<file path="src/rtl/ts_pkg.sv">
// rtl/ts_pkg.sv - shared TS constants and mux FSM state type
package ts_pkg;
  localparam logic [7:0] TS_SYNC_BYTE = 8'h47;
  localparam int         TS_PKT_LEN   = 188;
  localparam int         TS_NUM_CHAN  = 4;

  typedef enum logic {
    ST_IDLE = 1'b0,
    ST_XFER = 1'b1
  } ts_state_e;
endpackage

</file>
<file path="src/rtl/rr_arbiter4.sv">
// rtl/rr_arbiter4.sv - 4-way round-robin grant, search starts after last winner
module rr_arbiter4 (
  input  logic [3:0] req,
  input  logic [1:0] last,
  output logic [3:0] gnt,
  output logic [1:0] gnt_idx
);
  logic [1:0] cand;

  // Walk from lowest to highest priority so the highest-priority hit is written last.
  always_comb begin
    gnt     = '0;
    gnt_idx = '0;
    cand    = '0;
    for (int i = 4; i >= 1; i--) begin
      cand = last + 2'(i);
      if (req[cand]) begin
        gnt     = 4'b0001 << cand;
        gnt_idx = cand;
      end
    end
  end
endmodule

</file>
<file path="src/rtl/ts_packet_mux.sv">
// rtl/ts_packet_mux.sv - 4:1 TS packet multiplexer with whole-packet round-robin
// Optional per-channel discard counters under TS_MUX_STATS_EN.
module ts_packet_mux
  import ts_pkg::*;
#(
  parameter int                    DATA_WIDTH = 8,
  parameter int                    PKT_LEN    = TS_PKT_LEN,
  parameter logic [DATA_WIDTH-1:0] SYNC_BYTE  = DATA_WIDTH'(TS_SYNC_BYTE)
) (
  input  logic                  clk,
  input  logic                  rst_n,
  input  logic [3:0]            valid,
  input  logic [DATA_WIDTH-1:0] byte_data1,
  input  logic [DATA_WIDTH-1:0] byte_data2,
  input  logic [DATA_WIDTH-1:0] byte_data3,
  input  logic [DATA_WIDTH-1:0] byte_data4,
  output logic [3:0]            ready,
  output logic                  out_valid,
  output logic [DATA_WIDTH-1:0] out_data,
  output logic                  out_sop,
  output logic                  out_eop,
  output logic [1:0]            out_chan,
  input  logic                  out_ready
`ifdef TS_MUX_STATS_EN
  ,
  output logic [15:0]           drop_cnt0,
  output logic [15:0]           drop_cnt1,
  output logic [15:0]           drop_cnt2,
  output logic [15:0]           drop_cnt3
`endif
);
  localparam int            CW       = $clog2(PKT_LEN);
  localparam logic [CW-1:0] LAST_IDX = CW'(PKT_LEN - 1);

  logic [DATA_WIDTH-1:0] din [TS_NUM_CHAN];
  assign din[0] = byte_data1;
  assign din[1] = byte_data2;
  assign din[2] = byte_data3;
  assign din[3] = byte_data4;

  ts_state_e             state_q, state_d;
  logic [CW-1:0]         byte_cnt_q, byte_cnt_d;
  logic [1:0]            grant_q, grant_d;
  logic [1:0]            last_grant_q, last_grant_d;
  logic                  out_valid_q, out_valid_d;
  logic [DATA_WIDTH-1:0] out_data_q, out_data_d;
  logic                  out_sop_q, out_sop_d;
  logic                  out_eop_q, out_eop_d;
  logic [1:0]            out_chan_q, out_chan_d;

  logic [3:0] is_sync, eligible, discard, ready_c, gnt;
  logic [1:0] gnt_idx;
  logic       advance;

  always_comb begin
    is_sync = '0;
    for (int n = 0; n < TS_NUM_CHAN; n++) is_sync[n] = (din[n] == SYNC_BYTE);
  end

  assign eligible = valid & is_sync;
  assign advance  = !out_valid_q || out_ready;

  rr_arbiter4 u_arb (
    .req     (eligible),
    .last    (last_grant_q),
    .gnt     (gnt),
    .gnt_idx (gnt_idx)
  );

  always_comb begin
    state_d      = state_q;
    byte_cnt_d   = byte_cnt_q;
    grant_d      = grant_q;
    last_grant_d = last_grant_q;
    out_valid_d  = advance ? 1'b0 : out_valid_q;
    out_data_d   = out_data_q;
    out_sop_d    = advance ? 1'b0 : out_sop_q;
    out_eop_d    = advance ? 1'b0 : out_eop_q;
    out_chan_d   = out_chan_q;
    ready_c      = '0;
    discard      = '0;

    case (state_q)
      ST_IDLE: begin
        if (advance) begin
          // Non-sync bytes are drained so the channel can realign on its next sync.
          discard = valid & ~is_sync;
          ready_c = discard | gnt;
          if (|eligible) begin
            out_valid_d = 1'b1;
            out_data_d  = din[gnt_idx];
            out_sop_d   = 1'b1;
            out_eop_d   = (LAST_IDX == '0);
            out_chan_d  = gnt_idx;
            grant_d     = gnt_idx;
            byte_cnt_d  = CW'(1);
            state_d     = ST_XFER;
          end
        end
      end
      ST_XFER: begin
        if (advance) begin
          ready_c = 4'b0001 << grant_q;
          if (valid[grant_q]) begin
            out_valid_d = 1'b1;
            out_data_d  = din[grant_q];
            out_chan_d  = grant_q;
            out_eop_d   = (byte_cnt_q == LAST_IDX);
            if (byte_cnt_q == LAST_IDX) begin
              state_d      = ST_IDLE;
              byte_cnt_d   = '0;
              last_grant_d = grant_q;
            end else begin
              byte_cnt_d = byte_cnt_q + CW'(1);
            end
          end
        end
      end
      default: state_d = ST_IDLE;
    endcase
  end

  assign ready = ready_c & {4{rst_n}};

  always_ff @(posedge clk) begin
    if (!rst_n) begin
      state_q      <= ST_IDLE;
      byte_cnt_q   <= '0;
      grant_q      <= '0;
      last_grant_q <= 2'd3;
      out_valid_q  <= 1'b0;
      out_data_q   <= '0;
      out_sop_q    <= 1'b0;
      out_eop_q    <= 1'b0;
      out_chan_q   <= '0;
    end else begin
      state_q      <= state_d;
      byte_cnt_q   <= byte_cnt_d;
      grant_q      <= grant_d;
      last_grant_q <= last_grant_d;
      out_valid_q  <= out_valid_d;
      out_data_q   <= out_data_d;
      out_sop_q    <= out_sop_d;
      out_eop_q    <= out_eop_d;
      out_chan_q   <= out_chan_d;
    end
  end

  assign out_valid = out_valid_q;
  assign out_data  = out_data_q;
  assign out_sop   = out_sop_q;
  assign out_eop   = out_eop_q;
  assign out_chan  = out_chan_q;

`ifdef TS_MUX_STATS_EN
  logic [15:0] drop_q [TS_NUM_CHAN];
  logic [15:0] drop_d [TS_NUM_CHAN];

  always_comb begin
    for (int n = 0; n < TS_NUM_CHAN; n++) begin
      drop_d[n] = drop_q[n];
      if (discard[n] && (drop_q[n] != 16'hFFFF)) drop_d[n] = drop_q[n] + 16'd1;
    end
  end

  always_ff @(posedge clk) begin
    for (int n = 0; n < TS_NUM_CHAN; n++) begin
      if (!rst_n) drop_q[n] <= '0;
      else        drop_q[n] <= drop_d[n];
    end
  end

  assign drop_cnt0 = drop_q[0];
  assign drop_cnt1 = drop_q[1];
  assign drop_cnt2 = drop_q[2];
  assign drop_cnt3 = drop_q[3];
`endif
endmodule

</file>
<file path="config.mk">
export PLATFORM = sky130hd
export DESIGN_NAME = ts_packet_mux
export DESIGN_NICKNAME = d
export VERILOG_FILES = /design/src/rtl/ts_pkg.sv /design/src/rtl/rr_arbiter4.sv /design/src/rtl/ts_packet_mux.sv
export SDC_FILE = /design/constraint.sdc
export NUM_CORES = 1
export LEC_CHECK = 0
export ABC_CLOCK_PERIOD_IN_PS = 4700
export BUFFER_PORTS_ARGS = -buffer_cell sky130_fd_sc_hd__buf_2
export CORE_UTILIZATION = 25
export DETAILED_ROUTE_END_ITERATION = 12
export PLACE_DENSITY_LB_ADDON = 0.05
export SYNTH_ARGS = -nofsm -noshare
export SYNTH_HDL_FRONTEND = slang
export SYNTH_SLANG_ARGS = --single-unit
</file>
<file path="constraint.sdc">
create_clock -name clk -period 4.7 [get_ports clk]
set_input_delay 0 -clock clk [delete_from_list [all_inputs] [get_ports clk]]
set_output_delay 0 -clock clk [all_outputs]
set_load 0.1 [all_outputs]
</file>
==> reports/metrics.sh, run 1 <==
STATUS='completed'
R2R_SETUP_SLACK_NS=1.99
POWER.DENSITY_nW_PER_UM2=183.6
ROUTED_VIA_DENSITY=5.413
SYNTH_AREA_PER_CELL_SQ_UM=8.217
TRACK_USAGE_PCT=17.54
SYNTH_ENABLE_FLOP_CELLS=0
CRIT_ARRIVAL_NS=3.23
IO_PINS=56
DRTITER0DRC=98
WORST_SLEW_SLACK_AS_A_FRACTION_OF_ITS_LIMIT_PCT=48.48
SYNTH-SEQ-CELLS=26
R2R-END='byte_cnt_q[5]'
CLK_PIN_SLEW_WORST_PATHS_NS=0.10
DIEAREA_SQ_UM=8651
TIMING.HOLD.WORST_PATH_DEPTH=4
MAXCLOCKFREQUENCY_MHz=309.7
FP.DIEW_UM=93.01
HOLD-WORST-SLACK_NS=0.05522
FF2FF_PATH_DEPTH=5
LAYOUT_COMMONEST_CELL='sky130_fd_sc_hd__buf_2'
TRITONCTS.NUM_BUFFERS=3
FINALSETUPVIOLATIONS=0
FILLERINSTANCES=853
FIN_CRIT_NS=3.229
DRT_FIRST_PASS_ITERS=4
WORST-SLEW-PIN-TRANSITION_NS=0.7717
CRITPATHLAUNCHTYPE='flip-flop'
FP.COREAREA_SQ_UM=7888
PLACEDCELLCOUNT=397
CTS.HOLD.BUFFERS_ADDED=1
POST-PLACE-WS_NS=1.822
DRIVE_GT1_SHARE_PCT=26.33
WORST_HOLD_PATH_TYPE='input pin to flip-flop'
DRT.ANTENNA.VIOLATING_NETS=0
DIE_H_UM=93.01
WORST_SKEW_PAIR.LATE_LATENCY_NS=0.27
SEQ_AREA_SQ_UM=520.5
NETS=345
ANTENNA_FOUND_INITIAL=0
DRV_CAP=0
HOLD_VIOLATIONS_FINAL=0
SYN-INSTANCE-COUNT=252
WIRELENGTH_UM=7064
CTS_REPAIR_RESIZE_COUNT=0
YOSYS.AREA.TOP_TYPE_SHARE_PCT=25.14
ASYNCSETRESETFLOPFRACSYNTH_PCT=0
FP-ROW-COUNT=32
FINALCLOCKSKEW_NS=0.001700
SYNTH.CELL_AREA_SQ_UM=2071
TIMING_MAX_TRANSITION_VIOLATIONS_FINAL=0
CRITPATHREQUIREDTIME_NS=4.70
DRC=0
TIMING.FINAL.WS_SETUP_NS=1.471
GRT_SETUP_UNREPAIRED='false'
CLOCKBUFFERDEPTH=2
NUMBER_OF_ANTENNA_DIODES=0
P_LEAK_nW=0.8988
WORST-SETUP-PATH-TYPE='flip-flop to output port'
SYNTH-SEQ-AREA-SHARE_PCT=25.14
PORT_BUFFER_COUNT=55
TRITONCTS='yes'
CTS_POST_SETUP_BUFFERS_INSERTED=0
AREA_GROWTH_SYN_TO_LAYOUT_PCT=19.94
COUNT_OF_NON_FILLER_CELLS_IN_THE_FINISHED_LAYOUT=402
FINAL_CELL_MIX='sky130_fd_sc_hd__buf_2, sky130_fd_sc_hd__a21oi_1, sky130_fd_sc_hd__nand2_1, sky130_fd_sc_hd__dfxtp_1, sky130_fd_sc_hd__nand3_1'
VIA_COUNT=2176
HP-START='out_ready'
HTREE_DEPTH=1
SYNTHESIS.NETS=296
AVGROUTEDWIREPERCELL_UM=17.57
FINAL_CORE_UTIL_PCT=31.49
GRT_PASS1_VIAS=2110
CTS_ROOT_BUF='sky130_fd_sc_hd__clkbuf_8'
DETAILED_PLACE_HPWL_UM=5571
GLOBAL_ROUTE_WIRE_LENGTH_BEFORE_REPAIR_UM=11850
SYNTHFLOPTYPE='sky130_fd_sc_hd__dfxtp_1'
SETUP-TNS-FINAL_NS=0
GRT_MAX_DEGREE=23
GLOBALPLACE.CONGESTION=0.8133
NETLIST_TOP_CELLS_AREA='sky130_fd_sc_hd__dfxtp_1, sky130_fd_sc_hd__mux4_2, sky130_fd_sc_hd__a21oi_1'
PEAKVDDDROP_uV=96.16
SYNTH.DISTINCT_CELLS=48
WORST-PATH-MAX-FANOUT=12
FIN_CRIT_SH_PCT=68.69
YOSYS.AREA.TOP_TYPE='sky130_fd_sc_hd__dfxtp_1'
GLOBALROUTEOVERFLOWTOTAL=0
RR_STARTPOINT='grant_q[0]'
CTS.SINKS=26
CRITPATHCAPTURETYPE='output port'
MULTI_INPUT_COMB_AREA_SQ_UM=1450
START_UTIL_PCT=26.25
YOSYSWARNINGS=0
per-layer routing:
| metal | vias up | share of wire [%] | global-route usage (%) |
|---|---|---|---|
| met5 | - | 0 | 0 |
| met4 | 0 | 1.2 | 4.487 |
| met3 | 6 | 2.5 | 1.463 |
| met2 | 43 | 48 | 28.98 |
| met1 | 1039 | 49 | 24.53 |
| li1 | 1088 | - | - |
worst max-delay path: stages, from the launching register on:
cell and delay, ns:
sky130_fd_sc_hd__dfxtp_1 0.50, sky130_fd_sc_hd__inv_1 0.26, sky130_fd_sc_hd__ha_1 0.39, sky130_fd_sc_hd__mux4_2 0.58
sky130_fd_sc_hd__o311ai_0 0.44, sky130_fd_sc_hd__a221oi_1 0.15, sky130_fd_sc_hd__nor3_1 0.19, sky130_fd_sc_hd__buf_2 0.45
report_power, final:
group	total, mW	internal, mW	switching [mW]
sequential	0.223	0.221	0.00129
clock	0.151	0.0750	0.0762
combinational	0.0822	0.0288	0.0535
total	0.456	0.325	0.131
cells by family after synthesis:
| logic type | synth area share (%) |
|---|---|
| buf+inv | 4.834 |
| flops | 25.14 |
| fa+ha+maj | 3.021 |
| simple gates | 29.73 |
| compound gates | 25.32 |
| mux | 11.96 |
synthesized netlist by cell type (5+ instances only):
master,number
sky130_fd_sc_hd__a21oi_1,27
sky130_fd_sc_hd__a221oi_1,5
sky130_fd_sc_hd__and3_1,8
sky130_fd_sc_hd__clkbuf_1,7
sky130_fd_sc_hd__dfxtp_1,26
sky130_fd_sc_hd__ha_1,5
sky130_fd_sc_hd__inv_1,10
sky130_fd_sc_hd__mux4_2,11
sky130_fd_sc_hd__nand2_1,26
sky130_fd_sc_hd__nand2b_1,5
sky130_fd_sc_hd__nand3_1,17
sky130_fd_sc_hd__nand4_1,6
sky130_fd_sc_hd__nor2_1,9
sky130_fd_sc_hd__nor3_1,5
sky130_fd_sc_hd__o21ai_0,16
sky130_fd_sc_hd__o31ai_1,7
final cells by class:
cell class | instances | share of cell area (%)
Multi-Input combinational cell | 202 | 58.39
Sequential cell | 26 | 20.96
Timing Repair Buffer | 56 | 11.49
Tap cell | 102 | 5.139
Clock buffer | 4 | 2.217
Inverter | 12 | 1.814
worst max path at each step:
stage,start,end,slack [ns]
6_report,last_grant_q[0],ready[0],1.47
4_1_cts,last_grant_q[0],ready[0],1.47
3_5_place_dp,last_grant_q[0],ready[0],1.82
3_3_place_gp,last_grant_q[1],ready[0],1.87
5_1_grt,last_grant_q[0],ready[0],1.23
2_1_floorplan,last_grant_q[1],ready[0],0.58
through the flow:
step / power (mW) / cell area, sq um
after floorplan: 0.2741 / 2071
after global placement: 0.3101 / 2419
after detailed placement: 0.3090 / 2419
after CTS: 0.4640 / 2484
after global routing: 0.4803 / 2484
final: 0.4559 / 2484
Power figures use the tool's default switching activity.
==> inputs of run 2 (changes only) <==
- ABC_CLOCK_PERIOD_IN_PS: 4700 -> 2900
- clock period: 4.7 -> 2.9 ns (I/O delays scaled with it)
==> run 2 against run 1 <==
  * Combinational power up 76%
  * Routed wire length down 0.91%
  * Critical path depth unchanged
  * Critical path type unchanged
==> reports/metrics.sh, run 2 (same netlist as run 1, synthesis figures left out) <==
FP-ROW-COUNT=32  # unchanged
POST-PLACE-WS_NS=0.4645  # was 1.822 ns
START_UTIL_PCT=26.25  # unchanged
POWER.DENSITY_nW_PER_UM2=272.5  # was 183.6 nW/um^2
GLOBALROUTEOVERFLOWTOTAL=0  # unchanged
STATUS='completed'  # unchanged
NETS=355  # was 345
TRITONCTS.NUM_BUFFERS=3  # unchanged
NUMBER_OF_ANTENNA_DIODES=0  # unchanged
FP.DIEW_UM=93.01  # unchanged
WORST_PATH_LARGEST_CELL_DELAY_NS=0.58  # about the same
DRIVE_GT1_SHARE_PCT=29.77  # was 26.33%
DETAILED_PLACE_HPWL_UM=5626  # was 5571 um
FIN_CRIT_SH_PCT=91.37
FINAL_CELL_MIX='sky130_fd_sc_hd__buf_2, sky130_fd_sc_hd__a21oi_1, sky130_fd_sc_hd__nand2_1, sky130_fd_sc_hd__dfxtp_1, sky130_fd_sc_hd__nand3_1'  # unchanged
PLACEDCELLCOUNT=407  # was 397
FINALCLOCKSKEW_NS=0.007381  # was 0.001700 ns
GRT_MAX_DEGREE=20  # was 23
DIEAREA_SQ_UM=8651  # unchanged
LAYOUT_COMMONEST_CELL='sky130_fd_sc_hd__buf_2'  # unchanged
HTREE_DEPTH=1  # unchanged
WORST_HOLD_PATH_TYPE='input pin to flip-flop'  # unchanged
CRIT_ARRIVAL_NS=2.65  # was 3.23 ns
GRT_SETUP_UNREPAIRED='false'  # unchanged
WORST-SETUP-PATH-TYPE='flip-flop to output port'  # unchanged
ANTENNA_FOUND_INITIAL=0  # unchanged
CTS_POST_SETUP_BUFFERS_INSERTED=0  # unchanged
TIMING_MAX_TRANSITION_VIOLATIONS_FINAL=0  # unchanged
TIMING.HOLD.WORST_PATH_DEPTH=4  # unchanged
TIMING.FINAL.WS_SETUP_NS=0.2503  # was 1.471 ns
GLOBAL_ROUTE_WIRE_LENGTH_BEFORE_REPAIR_UM=11390  # was 11850 um
AREA_GROWTH_SYN_TO_LAYOUT_PCT=26.16  # was 19.94%
FF2FF_PATH_DEPTH=4  # was 5
COUNT_OF_NON_FILLER_CELLS_IN_THE_FINISHED_LAYOUT=411  # was 402
GRT.BUSIEST_LAYER='met2'  # unchanged
CRITPATHCAPTURETYPE='output port'  # unchanged
HOLD_VIOLATIONS_FINAL=0  # unchanged
CTS_ROOT_BUF='sky130_fd_sc_hd__clkbuf_8'  # unchanged
IO_PINS=56  # unchanged
WIRELENGTH_UM=7000  # was 7064 um
TRITONCTS='yes'  # unchanged
DRT.ANTENNA.VIOLATING_NETS=0  # unchanged
WORST_PATH_SLOWEST_CELL='sky130_fd_sc_hd__mux4_2'  # unchanged
FILLERINSTANCES=848  # was 853
P_LEAK_nW=0.9552  # was 0.8988 nW
POSTPLACECELLAREA_SQ_UM=2561  # was 2419 sq um
MAXCLOCKFREQUENCY_MHz=377.4
PORT_BUFFER_COUNT=55  # unchanged
STDCELL_AREA_SQ_UM=2613  # was 2484 sq um
CRITPATHREQUIREDTIME_NS=2.90  # was 4.70 ns
FINALPOWER_mW=0.7119  # was 0.4559 mW
VIA_COUNT=2209  # was 2176
AVGROUTEDWIREPERCELL_UM=17.03  # was 17.57 um
FP.COREAREA_SQ_UM=7888  # unchanged
DRC=0  # unchanged
PEAKVDDDROP_uV=95.08  # was 96.16 uV
CRITPATHLAUNCHTYPE='flip-flop'  # unchanged
DRTITER0DRC=87  # was 98
WORST_SLEW_SLACK_AS_A_FRACTION_OF_ITS_LIMIT_PCT=56.27  # was 48.48%
GLOBALPLACE.CONGESTION=0.8752  # was 0.8133
DRT_FIRST_PASS_ITERS=4  # unchanged
ROUTED_VIA_DENSITY=5.375  # was 5.413
DRV_CAP=0  # unchanged
FIN_CRIT_NS=2.650
GRT_PASS1_VIAS=2134  # was 2110
CTS.SINKS=26  # unchanged
WORST-SLEW-PIN-TRANSITION_NS=0.6551  # was 0.7717 ns
MET3_USAGE_PCT=1.870  # was 1.463%
CLOCKBUFFERDEPTH=2  # unchanged
GR-USAGE-MET2_PCT=27.27  # was 28.98%
TRACK_USAGE_PCT=16.79  # was 17.54%
MET1_USAGE_GRT_PCT=23.41  # was 24.53%
CLK_PIN_SLEW_WORST_PATHS_NS=0.09  # was 0.10 ns
WORST_SKEW_PAIR.LATE_LATENCY_NS=0.27  # about the same
DIE_H_UM=93.01  # unchanged
FINALSETUPVIOLATIONS=0  # unchanged
WORSTPATHCELLLIST='inv_1 -> ha_1 -> mux4_2 -> a21boi_2 -> a221oi_1 -> a31oi_4 -> buf_2'  # was inv_1 -> ha_1 -> mux4_2 -> o311ai_0 -> a221oi_1 -> nor3_1 -> buf_2
R2R_SETUP_SLACK_NS=0.83  # was 1.99 ns
WORST-PATH-MAX-FANOUT=7  # was 12
## run 2: routing by layer
layer | part of all wire [%] | vias up | routed length [um]
met5 | 0 | - | 0
met4 | 1.7 | 0 | 116
met3 | 4.1 | 8 | 285
met2 | 47 | 63 | 3263
met1 | 48 | 1038 | 3334
li1 | - | 1100 | -
## run 2: path summary, 6_finish.rpt
| path | from | end |
|---|---|---|
| setup / recovery | last_grant_q[1] | ready[2] |
| hold / removal | out_ready | flip-flop |
| setup reg to reg | state_q | byte_cnt_q[7] |
| hold reg to reg | out_data[1] | out_data[1] |
## run 2: power by group
part           leakage, nW  internal [mW]  total, mW  switching [mW]
Clock               0.0216         0.0930      0.207           0.114
Sequential           0.210          0.358      0.360         0.00160
Combinational        0.724         0.0547      0.145          0.0904
Total                0.955          0.506      0.712           0.206
## run 2: critical path, delay by kind of cell, from the launching register on
kind	cells	cell delay [ns]
multiplexers	1	0.58
buffers and inverters	2	0.37
adder cells (fa/ha/maj)	1	0.31
flip-flops	1	0.35
AO/OA/AOI/OAI	3	0.78
## run 2: what timing repair did
action	CTS	global route
endpoints found under the hold margin	1	0
hold buffers	1	0
gates resized for setup	0	0
## run 2: through the flow
step | hold slack (ns) | TNS [ns] | util [%]
4_1_cts | 0.06769 | 0 | 33.12
5_1_grt | 0.1191 | 0 | 33.12
3_3_place_gp | 0.2885 | 0 | 32.47
3_5_place_dp | 0.2782 | 0 | 32.47
6_report | 0.07341 | 0 | 33.12
2_1_floorplan | 0.08887 | -0.3618 | -
## run 2: layout make-up
| cell class | instances | area, sq um | share of cell area, % |
|---|---|---|---|
| multi-input cells | 202 | 1488 | 56.94 |
| flip-flops and latches | 26 | 520.5 | 19.92 |
| repair buffers | 66 | 390.4 | 14.94 |
| well taps | 102 | 127.6 | 4.885 |
| inverters | 12 | 45.04 | 1.724 |
| clock buffers | 3 | 41.29 | 1.580 |
